--- src/rtl/gray_pkg.sv ---
// gray_pkg: shared state encoding and default width for the Gray receive decoder
// Contents: state_t (IDLE/LOCK/TRACK/ERROR) and CBITS_DEF, the default code width.
package gray_pkg;
  typedef enum logic [1:0] {IDLE = 2'd0, LOCK = 2'd1, TRACK = 2'd2, ERROR = 2'd3} state_t;
  localparam int CBITS_DEF = 17;
endpackage

--- src/rtl/gray2bin.sv ---
// gray2bin: combinational Gray-to-binary decode, each bit is the XOR of all Gray bits at or above it
// Ports: g (Gray input, CBITS), b (binary output, CBITS).
module gray2bin
  import gray_pkg::*;
#(
  parameter int CBITS = CBITS_DEF
) (
  input  logic [CBITS-1:0] g,
  output logic [CBITS-1:0] b
);
  for (genvar i = 0; i < CBITS; i++) begin : g_bit
    assign b[i] = ^g[CBITS-1:i];
  end
endmodule

--- src/rtl/gray_rx_decoder.sv ---
// gray_rx_decoder: registers, decodes and step-checks a Gray count stream from an upstream counter
// Ports: clk, rst (async, active-high); gray_in/in_valid sample input; err_clr releases ERROR to LOCK;
//        bin_out/bin_valid decoded result; wrap and step_err pulse with bin_valid; err_cnt saturating
//        illegal-step count; state current FSM encoding.
// Define GRAY_RX_SYNC_EN to add a 2-flop input synchronizer (latency 4 instead of 2).
// err_clr acts on the cycle a sample sits in stage 1, so it "coincides" with that sample's decode.
module gray_rx_decoder
  import gray_pkg::*;
#(
  parameter int CBITS = CBITS_DEF,
  parameter int ERR_W = 8
) (
  input  logic             clk,
  input  logic             rst,
  input  logic [CBITS-1:0] gray_in,
  input  logic             in_valid,
  input  logic             err_clr,
  output logic [CBITS-1:0] bin_out,
  output logic             bin_valid,
  output logic             wrap,
  output logic             step_err,
  output logic [ERR_W-1:0] err_cnt,
  output logic [1:0]       state
);
  logic [CBITS-1:0] g_pre, s1_g, dec;
  logic             v_pre, s1_v, legal, wrap_n, err_n;
  state_t           st, st_n;
`ifdef GRAY_RX_SYNC_EN
  logic [CBITS-1:0] sy_g0, sy_g1;
  logic             sy_v0, sy_v1;
  always_ff @(posedge clk or posedge rst)
    if (rst) begin
      sy_g0 <= '0;
      sy_g1 <= '0;
      sy_v0 <= 1'b0;
      sy_v1 <= 1'b0;
    end else begin
      sy_g0 <= gray_in;
      sy_g1 <= sy_g0;
      sy_v0 <= in_valid;
      sy_v1 <= sy_v0;
    end
  assign g_pre = sy_g1;
  assign v_pre = sy_v1;
`else
  assign g_pre = gray_in;
  assign v_pre = in_valid;
`endif
  gray2bin #(.CBITS(CBITS)) u_g2b (.g(s1_g), .b(dec));
  // bin_out always holds the last decoded sample, so it doubles as the reference value prev
  assign legal = dec == bin_out || dec == bin_out + CBITS'(1);
  always_comb begin
    st_n   = st;
    wrap_n = 1'b0;
    err_n  = 1'b0;
    if (st == ERROR && err_clr) st_n = LOCK;
    else if (s1_v && st == IDLE) st_n = LOCK;
    else if (s1_v && st != ERROR) begin
      st_n   = legal ? TRACK : ERROR;
      err_n  = !legal;
      wrap_n = bin_out == '1 && dec == '0;
    end
  end
  always_ff @(posedge clk or posedge rst)
    if (rst) st <= IDLE;
    else st <= st_n;
  always_ff @(posedge clk or posedge rst)
    if (rst) begin
      s1_g      <= '0;
      s1_v      <= 1'b0;
      bin_out   <= '0;
      bin_valid <= 1'b0;
      wrap      <= 1'b0;
      step_err  <= 1'b0;
      err_cnt   <= '0;
    end else begin
      s1_g      <= g_pre;
      s1_v      <= v_pre;
      bin_out   <= s1_v ? dec : bin_out;
      bin_valid <= s1_v;
      wrap      <= wrap_n;
      step_err  <= err_n;
      if (err_n && err_cnt != '1) err_cnt <= err_cnt + ERR_W'(1);
    end
  assign state = st;
endmodule

--- config.mk ---
export PLATFORM = sky130hd
export DESIGN_NAME = gray_rx_decoder
export DESIGN_NICKNAME = d
export VERILOG_FILES = /design/src/rtl/gray_pkg.sv /design/src/rtl/gray2bin.sv /design/src/rtl/gray_rx_decoder.sv
export SDC_FILE = /design/constraint.sdc
export NUM_CORES = 1
export LEC_CHECK = 0
export ABC_AREA = 1
export BUFFER_PORTS_ARGS = -buffer_cell sky130_fd_sc_hd__clkbuf_2
export CAP_MARGIN = 10
export CORE_MARGIN = 2
export CORE_UTILIZATION = 40
export DETAILED_ROUTE_END_ITERATION = 10
export PLACE_DENSITY_LB_ADDON = 0.25
export SYNTH_ARGS = -nofsm -noshare
export SYNTH_HDL_FRONTEND = slang
export SYNTH_SLANG_ARGS = --single-unit
--- constraint.sdc ---
create_clock -name clk -period 3.2 [get_ports clk]
set_clock_uncertainty 0.05 [all_clocks]
set_input_delay 0.48 -clock clk [delete_from_list [all_inputs] [get_ports clk]]
set_output_delay 0.48 -clock clk [all_outputs]
set_load 0.02 [all_outputs]
# Word-level counts from Yosys, hierarchy flattened
# Cells that the tools add are included.
# Widths: inputs -> output; s select.
[totals]
regBits = 48
input_bits = 21
out_inout_bits = 30
elab_cells = 52
[op_classes]
add_sub_neg = 2
eq_ne = 6
mux = 10
n_reduce_logical = 26
[op_table]
columns = ["operator", "n"]
rows = [
  ["$eq 17x17->1", 2],
  ["$add 17x1->17 const B", 1],
  ["$eq 17x17->1 const B", 1],
  ["$logic_not 17->1", 1],
  ["$reduce_xor 17->1", 1],
  ["$reduce_xor 16->1", 1],
  ["$reduce_xor 15->1", 1],
  ["$reduce_xor 14->1", 1],
  ["$reduce_xor 13->1", 1],
  ["$reduce_xor 12->1", 1],
  ["$reduce_xor 11->1", 1],
  ["$reduce_xor 10->1", 1],
  ["$reduce_xor 9->1", 1],
  ["$add 8x1->8 const B", 1],
  ["$ne 8x8->1 const B", 1],
  ["$reduce_xor 8->1", 1],
  ["$mux 1", 7],
  ["$reduce_xor 7->1", 1],
  ["$mux 2", 3],
  ["$reduce_xor 6->1", 1],
  ["$logic_and 1x1->1", 5],
  ["$reduce_xor 5->1", 1],
  ["$reduce_xor 4->1", 1],
  ["$reduce_bool 3->1", 1],
  ["7 further kinds", 7],
]

# Depth between registers and ports, before layout
# Gate-level depths: netlist of the first run.
[depth]
ltp_word = 8
ltp_mapped = 20
ltp_nobuf = 20

# Hierarchy
# From an unflattened synthesis of the first run, not the netlist that was laid out.
[unflattened]
hier_cells = 571
hier_area_um2 = 3611.0
[by_module_without_submodules]
columns = ["module", "instances", "cells_each", "area_per_inst_um2", "seq_area_each_um2"]
rows = [
  ["gray_rx_decoder", 1, 376, 2753.9, 1201.2],
  ["gray2bin", 1, 195, 857.1, 0.0],
]

# Least setup slack after synthesis of the first run
# Ideal clock, no wire load.
[synth_path]
path_type = "reg2reg"
start = "register bin_out[1]"
end = "register st[0], in the netlist state[0]"
setup_time_ns = 0.126
arrival_ns = 2.599
required_ns = 3.024
slack_ns = 0.425
path_stages_with_launch = 17
n_path_buf = 0
period_less_slack_ns = 2.775
path_cell_list = "dfrtp_1 > ha_1 > nand3_1 > nor2_4 > nand4_1 > nor4_1 > ha_1 > xnor2_1 > nand3_1 > nor2_1 > nand3_1 > nor2_1 > nand3_1 > nor2_4 > nor2_8 > inv_2 > nand3_1"
[synth_via]
elab_chain_len = 7
elab_cells_between_ends = 8
classes_between = "add/sub (1); eq/ne (2); mux (4); reduce/logical (1)"
[synth_rtl]
columns = ["item", "line", "text"]
rows = [
  ["start, declared", "gray_rx_decoder.sv:18", "output logic [CBITS-1:0] bin_out,"],
  ["start signal, assigned", "gray_rx_decoder.sv:79", "bin_out <= s1_v ? dec : bin_out;"],
  ["$add 17x1->17", "gray_rx_decoder.sv:51", "assign legal = dec == bin_out || dec == bin_out + CBITS'(1);"],
  ["$eq 17x17->1", "gray_rx_decoder.sv:51", ""],
  ["$logic_or 1x1->1 *", "gray_rx_decoder.sv:51", ""],
  ["$mux 1 *", "gray_rx_decoder.sv:59", "st_n = legal ? TRACK : ERROR;"],
  ["$mux 2 *", "gray_rx_decoder.sv:58", "else if (s1_v && st != ERROR) begin"],
  ["$mux 2 *", "gray_rx_decoder.sv:57", "else if (s1_v && st == IDLE) st_n = LOCK;"],
  ["$mux 2 *", "gray_rx_decoder.sv:56", "if (st == ERROR && err_clr) st_n = LOCK;"],
  ["end signal, assigned", "gray_rx_decoder.sv:66", "else st <= st_n;"],
  ["end, declared", "gray_rx_decoder.sv:27", "state_t st, st_n;"],
]
# Every way passes the cells marked *; elsewhere a longest branch is shown, timed or not. The select of a mux whose other input is x is not followed.
# A chain may end at the register's enable or synchronous reset.

# Worst setup path in the final report of the first run
[layout_path]
start = "register bin_out[1]"
end = "register err_cnt[1]"
[layout_via]
elab_chain_len = 8
elab_cells_between_ends = 9
classes_between = "add/sub (1); eq/ne (2); mux (3); reduce/logical (3)"
[layout_rtl]
columns = ["item", "line", "text"]
rows = [
  ["$add 17x1->17", "gray_rx_decoder.sv:51", ""],
  ["$eq 17x17->1", "gray_rx_decoder.sv:51", ""],
  ["$logic_or 1x1->1 *", "gray_rx_decoder.sv:51", ""],
  ["$logic_not 1->1 *", "gray_rx_decoder.sv:60", "err_n = !legal;"],
  ["$mux 1 *", "gray_rx_decoder.sv:58", ""],
  ["$mux 1 *", "gray_rx_decoder.sv:57", ""],
  ["$mux 1 *", "gray_rx_decoder.sv:56", ""],
  ["$logic_and 1x1->1 *", "gray_rx_decoder.sv:83", "if (err_n && err_cnt != '1) err_cnt <= err_cnt + ERR_W'(1);"],
  ["end signal, assigned", "gray_rx_decoder.sv:83", ""],
  ["end, declared", "gray_rx_decoder.sv:22", "output logic [ERR_W-1:0] err_cnt,"],
]
# Every way passes the cells marked *; elsewhere a longest branch is shown, timed or not.

==> summary.txt, run 1 <==
Routed WL -> 10.84 mm
CP Launch Point -> bin_out[1]
Placer Congestion -> 0.9385
TritonCTS clock tree -> yes
Avg Inst Size Synth -> 6.306 um2
Leading post-synthesis cells by cell area -> dfrtp_1 30%, nand2_1 26%, nand3_1 8.2%
Worst skew pair latency -> 0.31 ns
I/O pins -> 51
CP Buf/Inv Count -> 0
R2R Path Start -> bin_out[1]
Post-synth EDFFs -> 0
Tmin final -> 2.848 ns
Synthesized Nets -> 653
Crit Path Class -> reg2reg
Core footprint -> 9684 um2
Slew Limit Headroom -> 0.3298
Layout fillers -> 1,017
Worst setup EP type -> flop
Worst path slowest cell -> dfrtp_1
Post-DP HPWL -> 8.692 mm
Vias -> 4,118
P_leak -> 2.414 nW
Critical Path Max Stage Delay -> 0.45 ns
Synth area leader -> dfrtp_1
Dpl cell area -> 4365 um2
Initial DRC count -> 275
Top FF cell, synth -> dfrtp_1
Antenna Nets Post-Route -> 0
First-pass GRT wire length -> 18.02 mm
Synthesis Warnings -> 0
CTS H-tree depth -> 2
Worst setup SP type -> flop
Reg area -> 1201 um2
Clk sinks -> 48
Root cell of the clock tree -> clkbuf_8
Layout area overhead -> 13.82%
Status -> finished clean
Initial Util -> 0.4096
Commonest non-fill, non-tap cells in the layout -> 272 x nand2_1, 65 x nand3_1, 50 x clkbuf_2, 49 x inv_1, 48 x dfrtp_1
Max Freq -> 351.2 MHz
Critical Path AT -> 3.01 ns
Worst Reg-to-Reg Cells -> 16
Max-cap violations -> 0
Chip Width -> 103.6 um
Wire per inst -> 13.22 um
Post-synth top area share -> 0.3028
WP depth -> 16
Clock-pin slew on the worst setup and hold paths -> 0.10 ns
Final instance area -> 4514 um2
Port bufs -> 50
Mapped cell area -> 3966 um2
Crit share post-route -> 0.8899
Largest net degree at the start of global routing -> 49
Hold path cells -> 1
FF+latch count, synth -> 48
First drt pass iteration count -> 7
CP cell instances -> ha_4 -> nand3_1 -> nor2_4 -> nand4_1 -> nor4_2 -> ha_1 -> xnor2_1 -> nand3_1 -> nor2_2 -> nand3_1 -> nor2_1 -> nand3_1 -> nor2_4 -> nor2_8 -> nand4_1 -> nand2_1
Worst R2R Setup Slack -> 0.35 ns
Final hold viol count -> 0
Die height -> 103.6 um
VDD IR max -> 289.6 uV
Initial antenna violation count -> 0
Layout cells sized above 1 -> 0.1936
RSZ-0062 raised after global routing -> false
Hold-fix buffers at CTS -> 0
Via density -> 5.022
WP data required -> 3.36 ns
Number of antenna cells inserted -> 0
Total track usage -> 0.2049
Sequential area share after synthesis -> 0.3028
FP Rows -> 36
Num CTS Buffers -> 5
Crit path max-delay family -> simple AND/OR/NAND/NOR gates
CTS Buffer Depth -> 2
GR Overflow Total -> 0
Commonest non-fill, non-tap cell in the layout -> nand2_1
CP Max Fanout -> 9
Reg-to-reg critical path endpoint -> err_cnt[1]
Slew at the pin closest to its max-slew limit -> 1.004 ns
Endpoints failing setup -> 0
Distinct cells, synth -> 28
Setup TNS -> 0 ns
CP Capture Point -> err_cnt[1]
Layout Utilization -> 0.4662
Area of the multi-input gates -> 2522 um2
CP dominant cell by count -> nand3_1
Net count, final -> 710
Async SR Flop Fraction -> 1.000
Synth Instances -> 629
Die Area -> 10,730 um2
Final slew viol count -> 0
Vias in the first global route -> 3,786
PD cells -> 500.6 nW/um2
# DRC -> 0
Tightest Hold Check Type -> in2reg
==> synth_stat cells, drive strengths merged (4+ instances only) <==
| library cell | count |
|---|---|
| dfrtp | 48 |
| nand4 | 19 |
| nand3b | 6 |
| nand3 | 67 |
| a21oi | 4 |
| nand2 | 313 |
| nor2 | 47 |
| xnor2 | 10 |
| o21ai | 21 |
| xor2 | 20 |
| inv | 61 |
==> final cells by class <==
class / count / share of cell area
multi-input combinational: 514 / 0.5588
clock inverter: 2 / 0.003326
tap: 133 / 0.03686
inverter: 61 / 0.05127
clock buffer: 6 / 0.01829
timing repair buffer: 56 / 0.06541
sequential: 48 / 0.2661
==> worst min path at each step <==
stage | endpoint | startpoint | slack, ns
after floorplan | bin_valid | s1_v | 0.40
after global routing | s1_g[9] | gray_in[9] | 0.20
after global placement | bin_out[15] | bin_out[15] | 0.46
after detailed placement | bin_out[15] | bin_out[15] | 0.48
after CTS | s1_g[3] | gray_in[3] | 0.22
final | s1_g[3] | gray_in[3] | 0.21
==> metal layers <==
metal,global-route usage,vias to the layer above,wire length (um)
met5,0,-,0
met4,0.07432,0,357
met3,0.02832,24,505
met2,0.3302,130,4821
met1,0.2813,1866,5160
li1,-,2098,-
==> repair_timing <==
action,in CTS,in global routing
buffers inserted,0,4
setup endpoints to repair,0,10
resized for setup,0,4
==> cell families after synthesis <==
family,share of synthesized area
AND/OR/NAND/NOR,0.5224
buffers and inverters,0.06656
flip-flops,0.3028
XOR/XNOR,0.06625
AO/OA/AOI/OAI,0.03249
adder cells (fa/ha/maj),0.009465
==> worst reg2reg max path: cells and delay by family, from the launching register on <==
family	cells	cell delay [ns]
DFF	1	0.45
and+or+nand+nor	13	1.63
adders and majority gates	2	0.48
xor gates and xnor gates	1	0.13
==> registers in the layout, indices dropped and copies added (netlist names) <==
register	cells
err_cnt	8
s1_v	1
s1_g	17
step_err	1
state	2
bin_valid	1
bin_out	17
wrap	1
==> power by group <==
group / internal, mW / switching, mW
sequential: 0.691 / 0.127
clock: 0.176 / 0.229
combinational: 0.340 / 0.696
total: 1.21 / 1.05
==> stage by stage <==
step                hold WS [ns]  setup WS (ns)  power (mW)  instances
floorplan                 0.4042         0.4249       1.554        629
global placement          0.4629         0.2704       1.828        808
detailed placement        0.4798         0.1212       1.842        808
CTS                       0.2155        0.09564       2.247        816
global route              0.2020        0.04967       2.445        820
finish                    0.2127         0.3522       2.260        820
Note: power is estimated with default switching activity, not from simulation.
==> inputs of run 2 (changes only) <==
--- a/config.mk
+++ b/config.mk
@@ -5,7 +5,6 @@
 export SDC_FILE = /design/constraint.sdc
 export NUM_CORES = 1
 export LEC_CHECK = 0
-export ABC_AREA = 1
 export BUFFER_PORTS_ARGS = -buffer_cell sky130_fd_sc_hd__clkbuf_2
 export CAP_MARGIN = 10
 export CORE_MARGIN = 2
==> summary.txt, run 2 <==
Pwr Total -> 3.560 mW (+58%)
Wire per inst -> 15.81 um (+20%)
Leading post-synthesis cells by cell area -> dfrtp_1 37%, xnor2_1 12%, xnor3_1 7.0%
Worst setup SP type -> flop
Layout fillers -> 679 (-33%)
I/O pins -> 51 (unchanged)
Post-DP HPWL -> 6.350 mm (-27%)
CTS H-tree depth -> 2 (unchanged)
Net count, final -> 458 (-35%)
Synth area leader -> dfrtp_1
Failing checks -> setup timing
GR Overflow Total -> 0 (unchanged)
Chip Width -> 93.66 um (-9.6%)
Clk sinks -> 48 (unchanged)
Final instance area -> 4549 um2 (+0.78%)
Crit share post-route -> 1.057 (+0.1669)
Die height -> 93.66 um (-9.6%)
Status -> complete, but fails checks
Largest net degree at the start of global routing -> 49 (unchanged)
Synthesized Nets -> 333 (-49%)
Switching part of the total power -> 0.4092 (-0.05673)
Top flop regs -> bin_out x17, s1_g x17, err_cnt x8
Slew Limit Headroom -> 0.3236 (-0.006293)
Initial Util -> 0.4140 (+0.004421)
R2R Path Start -> s1_g[14]
Net switching power figure -> 1.457 mW (+38%)
Distinct cells, synth -> 48 (+71%)
Avg Inst Size Synth -> 10.41 um2 (+65%)
Pre-CTS setup slack -> -0.4487 ns (-0.5698 ns)
CTS Buffer Depth -> 2 (unchanged)
Final slew viol count -> 0 (unchanged)
FP Rows -> 32 (-11%)
Final hold viol count -> 0 (unchanged)
Max Freq -> 295.7 MHz (-16%)
Number of antenna cells inserted -> 0 (unchanged)
Layout Utilization -> 0.5857 (+0.1195)
Commonest non-fill, non-tap cell in the layout -> buf_4
Most frequent cell after synthesis -> dfrtp_1
Port bufs -> 50 (unchanged)
Synthesis Warnings -> 0 (unchanged)
CP Launch Point -> s1_g[14]
Layout cells sized above 1 -> 0.4460 (+0.2524)
Worst skew pair latency -> 0.30 ns (about the same)
Num CTS Buffers -> 5 (unchanged)
PD cells -> 782.5 nW/um2 (+56%)
Sequential Power Share -> 0.249 (-0.113)
Clock-pin slew on the worst setup and hold paths -> 0.10 ns (about the same)
Endpoints failing setup -> 10 (+10)
FF+latch count, synth -> 48 (unchanged)
Routed WL -> 8.491 mm (-22%)
Via density -> 5.073 (+1.0%)
Placer Congestion -> 0.8930 (-4.8%)
First drt pass iteration count -> 4 (-3)
Sequential area share after synthesis -> 0.3735 (+0.07070)
First-pass GRT wire length -> 14.01 mm (-22%)
Initial antenna violation count -> 0 (unchanged)
P_leak -> 2.053 nW (-15%)
Die Area -> 8772 um2 (-18%)
Hold_sp -> gray_in[5]
TritonCTS clock tree -> yes
Mapped cell area -> 3216 um2 (-19%)
Initial DRC count -> 159 (-42%)
WP data required -> 3.35 ns (about the same)
Hold-fix buffers at CTS -> 0 (unchanged)
Crit Path Class -> reg2reg
Post-synth top area share -> 0.3735 (+0.07070)
VDD IR max -> 472.8 uV (+63%)
Post-synth EDFFs -> 0 (unchanged)
Layout area overhead -> 41.48%
Synth Instances -> 309 (-51%)
Combinational power share -> 0.602 (+0.143)
Antenna Nets Post-Route -> 0 (unchanged)
Dpl cell area -> 4173 um2 (-4.4%)
Tightest Hold Check Type -> in2reg
Vias in the first global route -> 2,782 (-27%)
Vias -> 2,724 (-34%)
Hold Worst Slack -> 0.2214 ns (+0.008668 ns)
Root cell of the clock tree -> clkbuf_8
Top FF cell, synth -> dfrtp_1
PnR worst setup slack -> -0.1817 ns (-0.5340 ns)
Max-cap violations -> 0 (unchanged)
Critical Path AT -> 3.53 ns (+0.52 ns)
Worst setup EP type -> flop
Internal -> 2.103 mW (+74%)
Core footprint -> 7767 um2 (-20%)
CP Max Fanout -> 3 (-6)
Tmin final -> 3.382 ns (+0.5340 ns)
Async SR Flop Fraction -> 1.000 (unchanged)
# DRC -> 0 (unchanged)
Slew at the pin closest to its max-slew limit -> 1.013 ns (+0.009425 ns)
Clock power frac -> 0.150 (-0.029)
RSZ-0062 raised after global routing -> true
Commonest non-fill, non-tap cells in the layout -> 72 x buf_4, 50 x clkbuf_2, 36 x xnor2_1, 36 x dfrtp_1, 20 x xor2_1
Post-synth top cells -> 48 x dfrtp_1, 45 x xnor2_1, 22 x xor2_1
Total track usage -> 0.2067 (+0.001831)
## run 2: routing by layer
| metal | wire, um | share of wire | GRT usage | vias to the layer above |
|---|---|---|---|---|
| li1 | - | - | - | 1339 |
| met1 | 3757 | 0.44 | 0.2820 | 1308 |
| met2 | 4211 | 0.50 | 0.3531 | 65 |
| met3 | 403 | 0.047 | 0.02729 | 12 |
| met4 | 120 | 0.014 | 0.04469 | 0 |
| met5 | 0 | 0 | 0 | - |
## run 2: final cells by class
type                       count  area [um2]  area share
sequential                    48        1216      0.2673
timing repair buffer         127       864.6      0.1900
multi-input combinational    244        2178      0.4788
clock buffer                   6       72.57     0.01595
clock inverter                 2       60.06     0.01320
inverter                       8       30.03    0.006601
tap                          102       127.6     0.02805
## run 2: path summary, 6_finish.rpt
check                           slack, ns    endpoint  cells after the start
worst max-delay path                -0.18  err_cnt[1]                     11
min in group asynchronous            0.34  err_cnt[2]                      2
worst max register to register      -0.18  err_cnt[1]                     11
max in group asynchronous            2.06    s1_g[15]                      2
worst min-delay path                 0.22     s1_g[5]                      1
worst min register to register       0.45  err_cnt[7]                      1
## run 2: cell families after synthesis
kind of cell               after synthesis  share of synthesized area
muxes                                   16                    0.05369
xor gates and xnor gates                81                     0.2809
and+or+nand+nor                        108                     0.1817
AOI/OAI and AO/OA                       36                    0.07744
buffers and inverters                   17                    0.02101
DFF                                     48                     0.3735
adders and majority gates                3                    0.01167
## run 2: critical path, cell delays in order (launching register included)
cell       delay [ns]
dfrtp_2          0.47
xnor3_2          0.41
xnor3_2          0.48
buf_4            0.13
xnor3_2          0.24
buf_4            0.16
a2111oi_4        0.38
nor4b_4          0.29
buf_4            0.17
or2_2            0.14
nor2_2           0.06
mux2_4           0.29
## run 2: power by group through the flow
stage               clock, mW  combinational, mW  sequential, mW
finish                  0.533               2.14           0.885
global route            0.561               2.32           0.907
floorplan                   0               1.09            1.08
CTS                     0.544               2.08           0.882
detailed placement          0               2.00           0.893
global placement            0               1.97           0.889
## run 2: what timing repair did
action,CTS,global route
pin swaps,11,4
gates resized for setup,24,12
buffers inserted,5,4
setup endpoints to repair,10,11
## run 2: per-stage QoR
step / TNS (ns) / std cells
6_report: -1.235 / 537
5_1_grt: -2.554 / 537
4_1_cts: -1.377 / 533
3_5_place_dp: -3.303 / 520
3_3_place_gp: -2.284 / 520
2_1_floorplan: -1.649 / 309
